## config.mk

```make
export PLATFORM = sky130hd
export DESIGN_NAME = ibex_instr_wb_bridge
export DESIGN_NICKNAME = d
export VERILOG_FILES = /design/src/rtl/ibex_wb_pkg.sv /design/src/rtl/ibex_wb_watchdog.sv /design/src/rtl/ibex_instr_wb_bridge.sv
export SDC_FILE = /design/constraint.sdc
export NUM_CORES = 1
export LEC_CHECK = 0
export CAP_MARGIN = 20
export CORE_AREA = 4 4 75 77
export CTS_CLUSTER_SIZE = 16
export DETAILED_ROUTE_END_ITERATION = 8
export DIE_AREA = 0 0 79 81
export PLACE_DENSITY = 0.75
export SKIP_LAST_GASP = 1
export SYNTH_ARGS = -nofsm -noshare
export SYNTH_HDL_FRONTEND = slang
export SYNTH_SLANG_ARGS = --single-unit
```

## constraint.sdc

```tcl
create_clock -name clk -period 2.9 [get_ports clk]
set_input_delay 0.29 -clock clk [delete_from_list [all_inputs] [get_ports clk]]
set_output_delay 0.29 -clock clk [all_outputs]
set_load 0.05 [all_outputs]
```

## src/rtl/ibex_wb_pkg.sv

```systemverilog
// ---------------------------------------------------------------------------
// ibex_wb_pkg
// Shared types and constants for the Ibex <-> Wishbone B4 bridges.
//   wb_state_e  : bridge FSM state (IDLE, BUSY, DRAIN)
//   WB_SEL_WORD : byte selects for a full-word access
//   WB_DW/WB_AW : Wishbone data/address width
// ---------------------------------------------------------------------------
package ibex_wb_pkg;

    localparam int WB_DW = 32;
    localparam int WB_AW = 32;

    localparam logic [3:0] WB_SEL_WORD = 4'hF;

    typedef enum logic [1:0] {
        IDLE  = 2'd0,
        BUSY  = 2'd1,
        DRAIN = 2'd2
    } wb_state_e;

endpackage

```

## src/rtl/ibex_wb_watchdog.sv

```systemverilog
// ---------------------------------------------------------------------------
// ibex_wb_watchdog
// Stall watchdog: counts enabled cycles since the last clear and raises fire
// in the cycle that would make the count reach TimeoutCycles. TimeoutCycles=0
// removes the counter and fire is tied low.
// Ports:
//   clk, rst_n : clock, asynchronous active-low reset
//   clr        : clear the count (has priority over en)
//   en         : count this cycle
//   fire       : timeout reached this cycle (combinational)
// ---------------------------------------------------------------------------
module ibex_wb_watchdog #(
    parameter int TimeoutCycles = 255
) (
    input  logic clk,
    input  logic rst_n,
    input  logic clr,
    input  logic en,
    output logic fire
);

    localparam int CntW = (TimeoutCycles > 1) ? $clog2(TimeoutCycles + 1) : 1;

    generate
        if (TimeoutCycles == 0) begin : g_off
            logic unused_wd;
            assign unused_wd = clk ^ rst_n ^ clr ^ en;
            assign fire      = 1'b0;
        end else begin : g_on
            localparam logic [CntW-1:0] LastCnt = CntW'(TimeoutCycles - 1);
            localparam logic [CntW-1:0] CntOne  = CntW'(1);

            logic [CntW-1:0] wd_q;

            always_ff @(posedge clk or negedge rst_n) begin
                if (!rst_n) begin
                    wd_q <= '0;
                end else if (clr) begin
                    wd_q <= '0;
                end else if (en) begin
                    wd_q <= wd_q + CntOne;
                end
            end

            // Fires on the increment that lands on TimeoutCycles.
            assign fire = en & ~clr & (wd_q == LastCnt);
        end
    endgenerate

endmodule

```

## src/rtl/ibex_instr_wb_bridge.sv

```systemverilog
// ---------------------------------------------------------------------------
// ibex_instr_wb_bridge
// Converts the Ibex instruction fetch port (req/gnt/rvalid) into a Wishbone B4
// pipelined read master. Bounds outstanding fetches to MaxOutstanding and
// returns exactly one rvalid per granted fetch; a hung slave is turned into
// error responses by the watchdog.
//
// Optional macro IBEX_INSTR_WB_RSP_REG_EN: register rvalid/err/rdata (one
// extra cycle of fetch latency). Undefined: combinational response path.
//
// Ports:
//   clk, rst_n          : clock, asynchronous active-low reset
//   instr_req_i/addr_i  : core fetch request and address
//   instr_gnt_o         : fetch accepted this cycle
//   instr_rvalid_o      : response valid (one per granted fetch)
//   instr_rdata_o/err_o : response data / error, qualified by rvalid
//   wb_cyc_o/stb_o      : Wishbone cycle / strobe
//   wb_adr_o/sel_o/we_o : word address, byte selects (F), write enable (0)
//   wb_stall_i/ack_i/err_i/dat_i : Wishbone slave handshake and read data
//
// state | meaning
// ------+------------------------------------------------------------
// IDLE  | no fetch outstanding
// BUSY  | one or more fetches outstanding on the bus
// DRAIN | watchdog fired; answer every outstanding fetch with an error
// ---------------------------------------------------------------------------
module ibex_instr_wb_bridge
    import ibex_wb_pkg::*;
#(
    parameter int MaxOutstanding = 2,
    parameter int TimeoutCycles  = 255
) (
    input  logic             clk,
    input  logic             rst_n,
    input  logic             instr_req_i,
    input  logic [WB_AW-1:0] instr_addr_i,
    output logic             instr_gnt_o,
    output logic             instr_rvalid_o,
    output logic [WB_DW-1:0] instr_rdata_o,
    output logic             instr_err_o,
    output logic             wb_cyc_o,
    output logic             wb_stb_o,
    output logic [WB_AW-1:0] wb_adr_o,
    output logic [3:0]       wb_sel_o,
    output logic             wb_we_o,
    input  logic             wb_stall_i,
    input  logic             wb_ack_i,
    input  logic             wb_err_i,
    input  logic [WB_DW-1:0] wb_dat_i
);

    localparam int CntW = $clog2(MaxOutstanding + 1);
    localparam logic [CntW-1:0] CntMax = CntW'(MaxOutstanding);
    localparam logic [CntW-1:0] CntOne = CntW'(1);

    wb_state_e        state_q, state_d;
    logic [CntW-1:0]  cnt_q, cnt_d;

    logic             stb;
    logic             gnt;
    logic             rsp;
    logic             rsp_err;
    logic [WB_DW-1:0] rsp_data;
    logic             wd_clr;
    logic             wd_en;
    logic             wd_fire;
    logic             cnt_nz;
    logic             unused_addr;

    assign cnt_nz      = (cnt_q != '0);
    assign unused_addr = ^instr_addr_i[1:0];

    ibex_wb_watchdog #(
        .TimeoutCycles(TimeoutCycles)
    ) u_watchdog (
        .clk  (clk),
        .rst_n(rst_n),
        .clr  (wd_clr),
        .en   (wd_en),
        .fire (wd_fire)
    );

    always_ff @(posedge clk or negedge rst_n) begin
        if (!rst_n) begin
            state_q <= IDLE;
            cnt_q   <= '0;
        end else begin
            state_q <= state_d;
            cnt_q   <= cnt_d;
        end
    end

    always_comb begin
        stb      = 1'b0;
        gnt      = 1'b0;
        rsp      = 1'b0;
        rsp_err  = 1'b0;
        rsp_data = '0;
        wd_clr   = 1'b1;
        wd_en    = 1'b0;
        cnt_d    = cnt_q;
        state_d  = state_q;

        case (state_q)
            DRAIN: begin
                // Slave is ignored; synthesize one error response per cycle.
                rsp     = 1'b1;
                rsp_err = 1'b1;
                cnt_d   = cnt_q - CntOne;
                if (cnt_q == CntOne) begin
                    state_d = IDLE;
                end
            end
            default: begin
                // rst_n gating keeps stb/gnt low while reset is asserted even
                // though they are otherwise combinational from instr_req_i.
                stb      = rst_n & instr_req_i & (cnt_q < CntMax);
                gnt      = stb & ~wb_stall_i;
                rsp      = (wb_ack_i | wb_err_i) & cnt_nz;
                rsp_err  = wb_err_i & rsp;
                rsp_data = rsp ? wb_dat_i : '0;
                cnt_d    = cnt_q + CntW'(gnt) - CntW'(rsp);
                wd_clr   = rsp | ~cnt_nz;
                wd_en    = ~wd_clr;
                if (wd_fire) begin
                    state_d = DRAIN;
                end else if (cnt_d == '0) begin
                    state_d = IDLE;
                end else begin
                    state_d = BUSY;
                end
            end
        endcase
    end

    assign wb_stb_o    = stb;
    assign instr_gnt_o = gnt;
    assign wb_cyc_o    = stb | (cnt_nz & (state_q != DRAIN));
    assign wb_adr_o    = {instr_addr_i[WB_AW-1:2], 2'b00};
    assign wb_sel_o    = WB_SEL_WORD;
    assign wb_we_o     = 1'b0;

`ifdef IBEX_INSTR_WB_RSP_REG_EN
    logic             rvalid_q;
    logic             err_q;
    logic [WB_DW-1:0] rdata_q;

    always_ff @(posedge clk or negedge rst_n) begin
        if (!rst_n) begin
            rvalid_q <= 1'b0;
            err_q    <= 1'b0;
            rdata_q  <= '0;
        end else begin
            rvalid_q <= rsp;
            err_q    <= rsp_err;
            rdata_q  <= rsp_data;
        end
    end

    assign instr_rvalid_o = rvalid_q;
    assign instr_err_o    = err_q;
    assign instr_rdata_o  = rdata_q;
`else
    assign instr_rvalid_o = rsp;
    assign instr_err_o    = rsp_err;
    assign instr_rdata_o  = rsp_data;
`endif

endmodule

```

==> metrics.cfg <==
[run_status]
outcome = finished, final reports clean

[sta]
setup_viol = 0
timing.final.hold_violations = 0
fin_crit_sh_pct = 83.72
fin_ws_ns = 0.4721
grt_setup_unrepaired = no
relSlewSlack_pct = 65.50
tightest_slew_ns = 0.5158
post-route-min-period_ns = 2.428
slew_violations = 0
max_freq_mhz = 411.9
clock_skew_ns = 0.003262
fin_tns_setup_ns = 0

[drt]
drc = 0
drtPass1Iterations = 4
drtAntennaViolNets = 0
drtIter0Drc = 18
wire_per_inst_um = 12.10
viasPerCell = 4.046
via_count = 1060
wl_um = 3169

[power]
power_density_nw_per_um2 = 848.3
ir_drop_mv = 0.4115
total_power_mw = 1.802
power.leakage_nw = 0.9228

[setup_path]
max_stage_delay_ns = 0.81
required_ns = 2.61
endpoint_kind = output pin
path_class = flip-flop to output pin
cp_slowest_cell = clkdlybuf4s50_1
critPathLaunchType = flip-flop
crit_arrival_ns = 2.14
rrSetupSlack_ns = 0.91
cp_max_fo = 6
cp_cell_sequence = inv_1 > ha_1 > o21bai_1 > nand2_1 > clkdlybuf4s50_1

[placement]
dp_hpwl_um = 2740
gp_congestion = 0.7887
io_buffers = 74
placed_area_um2 = 2069
dp_worst_setup_slack_ns = 0.6133

[final_layout]
area_growth_syn_to_layout_pct = 76.69
fin_nets = 268
final_area_um2 = 2125
seq_area_um2 = 300.3
multiInputGateArea_um2 = 598.1
utilization_pct = 42.41
drive_gt1_share_pct = 21.88
fillers = 493
antenna_cells = 0

[synth]
synth_largest_area_cell = dfrtp_1
synth-async-reset-ratio_pct = 100.0
synth_compound_area_share_pct = 3.954
synth_simple_gate_area_share_pct = 33.30
ys_seq_elements = 12
synth_top_family_by_area = simple AND/OR/NAND/NOR gates
synth_edf_count = 0
ys_seq_area_share_pct = 24.97
synth_cells = 149
yosysTopAreaCellShare_pct = 24.97
syn-cell-area_um2 = 1202
synthAdderAreaFrac_pct = 5.203
synth.area.top_cells = dfrtp_1 25%, buf_4 24%, and2_1 17%, ha_1 5.2%, xor2_1 3.6%
synth_flop_cell = dfrtp_1
yosysMostFrequentCell = buf_4
synth_xor_area_share_pct = 5.099
synth_cell_types = 29
synth_common_cells = 38 x buf_4, 32 x and2_1, 12 x dfrtp_1
yosys-mux-area-fraction_pct = 0
synth_warnings = 0
syn_area_per_cell_um2 = 8.070

[clock_tree]
cts-root-buf = clkbuf_8
postCtsHoldBufs = 0
cts_tree = yes
htreeDepth = 1
cts_buffers = 3
clkTransAtPathRegs_ns = 0.05
cts_resized = 0
clk_latency_ns = 0.24
cts_buffer_depth = 2
clkSinkCount = 12
postCtsSetupBuffers = 0

[floorplanning]
die-width_um = 79
start_util_pct = 24.00
ios = 144
die_y_um = 81
rows = 26
dieArea_um2 = 6399
core_um2 = 5010

[global_routing]
grt_first_pass_wirelength_um = 4912
overflow = 0
grtUsageTotal_pct = 9.547
grt_max_degree = 33
grt_pass1_vias = 1054
grtUsageMet3_pct = 4.435
met2_usage_pct = 16.50
grtUsageMet1_pct = 9.920
busiest_layer = met2
antenna_found_initial = 0

[hold_path]
hold_class = input port to asynchronous set/reset pin

[run]
cap_violations = 0

==> per-stage QoR <==
stage | hold WS (ns) | instances
floorplan | -0.005591 | 154
global placement | 0.5185 | 258
detailed placement | 0.5365 | 258
CTS | 0.4288 | 262
global route | 0.4522 | 262
finish | 0.4147 | 262
==> path summary, 6_finish.rpt <==
kind                            depth (start not counted)                               from                                 to
max in group asynchronous                               2                              rst_n             state_q[1]$_DFFE_PN0P_
worst max register to register                          7                 cnt_q[1]$_DFF_PN0_             state_q[0]$_DFFE_PN0P_
worst min register to register                          2  u_watchdog.g_on.wd_q[5]$_DFF_PN0_  u_watchdog.g_on.wd_q[5]$_DFF_PN0_
worst min-delay path                                    2                              rst_n  u_watchdog.g_on.wd_q[7]$_DFF_PN0_
worst max-delay path                                    5                 cnt_q[1]$_DFF_PN0_                     instr_rvalid_o
min in group clk                                        2  u_watchdog.g_on.wd_q[5]$_DFF_PN0_  u_watchdog.g_on.wd_q[5]$_DFF_PN0_
==> cell families (layout without fill, tap and decap cells) <==
kind of cell | after synthesis | after routing
flip-flops | 12 | 12
XOR/XNOR | 7 | 7
AND/OR/NAND/NOR | 69 | 69
AO/OA/AOI/OAI | 8 | 8
buffers and inverters | 46 | 84
other | 2 | 7
adder cells (fa/ha/maj) | 5 | 5
==> worst max-delay path, delay by kind of cell (launching register included) <==
| kind | cells | cell delay, ns |
|---|---|---|
| buffers and inverters | 2 | 0.91 |
| AO/OA/AOI/OAI | 1 | 0.27 |
| AND/OR/NAND/NOR | 1 | 0.12 |
| adder cells (fa/ha/maj) | 1 | 0.22 |
| flip-flops | 1 | 0.38 |
==> cells in the final DEF (no fill, tap or decap) <==
cell type,count
clkdlybuf4s50_1,39
and2_1,32
buf_12,32
dfrtp_1,12
nor2_1,11
nand2_1,7
conb_1,7
xor2_1,5
ha_1,5
buf_4,5
inv_1,4
nand3_1,4
clkbuf_8,4
a21oi_1,3
xnor2_1,2
o21bai_1,2
nand2b_1,2
o21ai_0,2
nor3_1,2
nor4b_1,2
nor2b_1,1
or4_1,1
and3_1,1
and4_1,1
nand4_1,1
and3b_1,1
or3_1,1
a211oi_1,1
nor3_4,1
nor4_1,1
==> per-layer routing <==
layer,part of all wire (%),wire [um]
met1,34,1071
met2,54,1697
met3,11,347
met4,1.7,53
met5,0,0
==> registers in the layout (all words and copies together), names as in the netlist <==
name / count
state_q: 2
u_watchdog.g_on.wd_q: 8
cnt_q: 2
==> final cells by class <==
| class | instances | area share, % |
|---|---|---|
| repair buffers | 76 | 50.29 |
| multi-input cells | 96 | 28.15 |
| flip-flops and latches | 12 | 14.13 |
| well taps | 70 | 4.122 |
| clock buffers | 4 | 2.591 |
| inverters | 4 | 0.7067 |
==> where the power goes <==
group	total, mW	internal, mW	switching, mW
Sequential	0.218	0.194	0.0242
Clock	0.177	0.120	0.0572
Combinational	1.41	0.623	0.784
Total	1.80	0.937	0.866
Power figures use the tool's default switching activity.
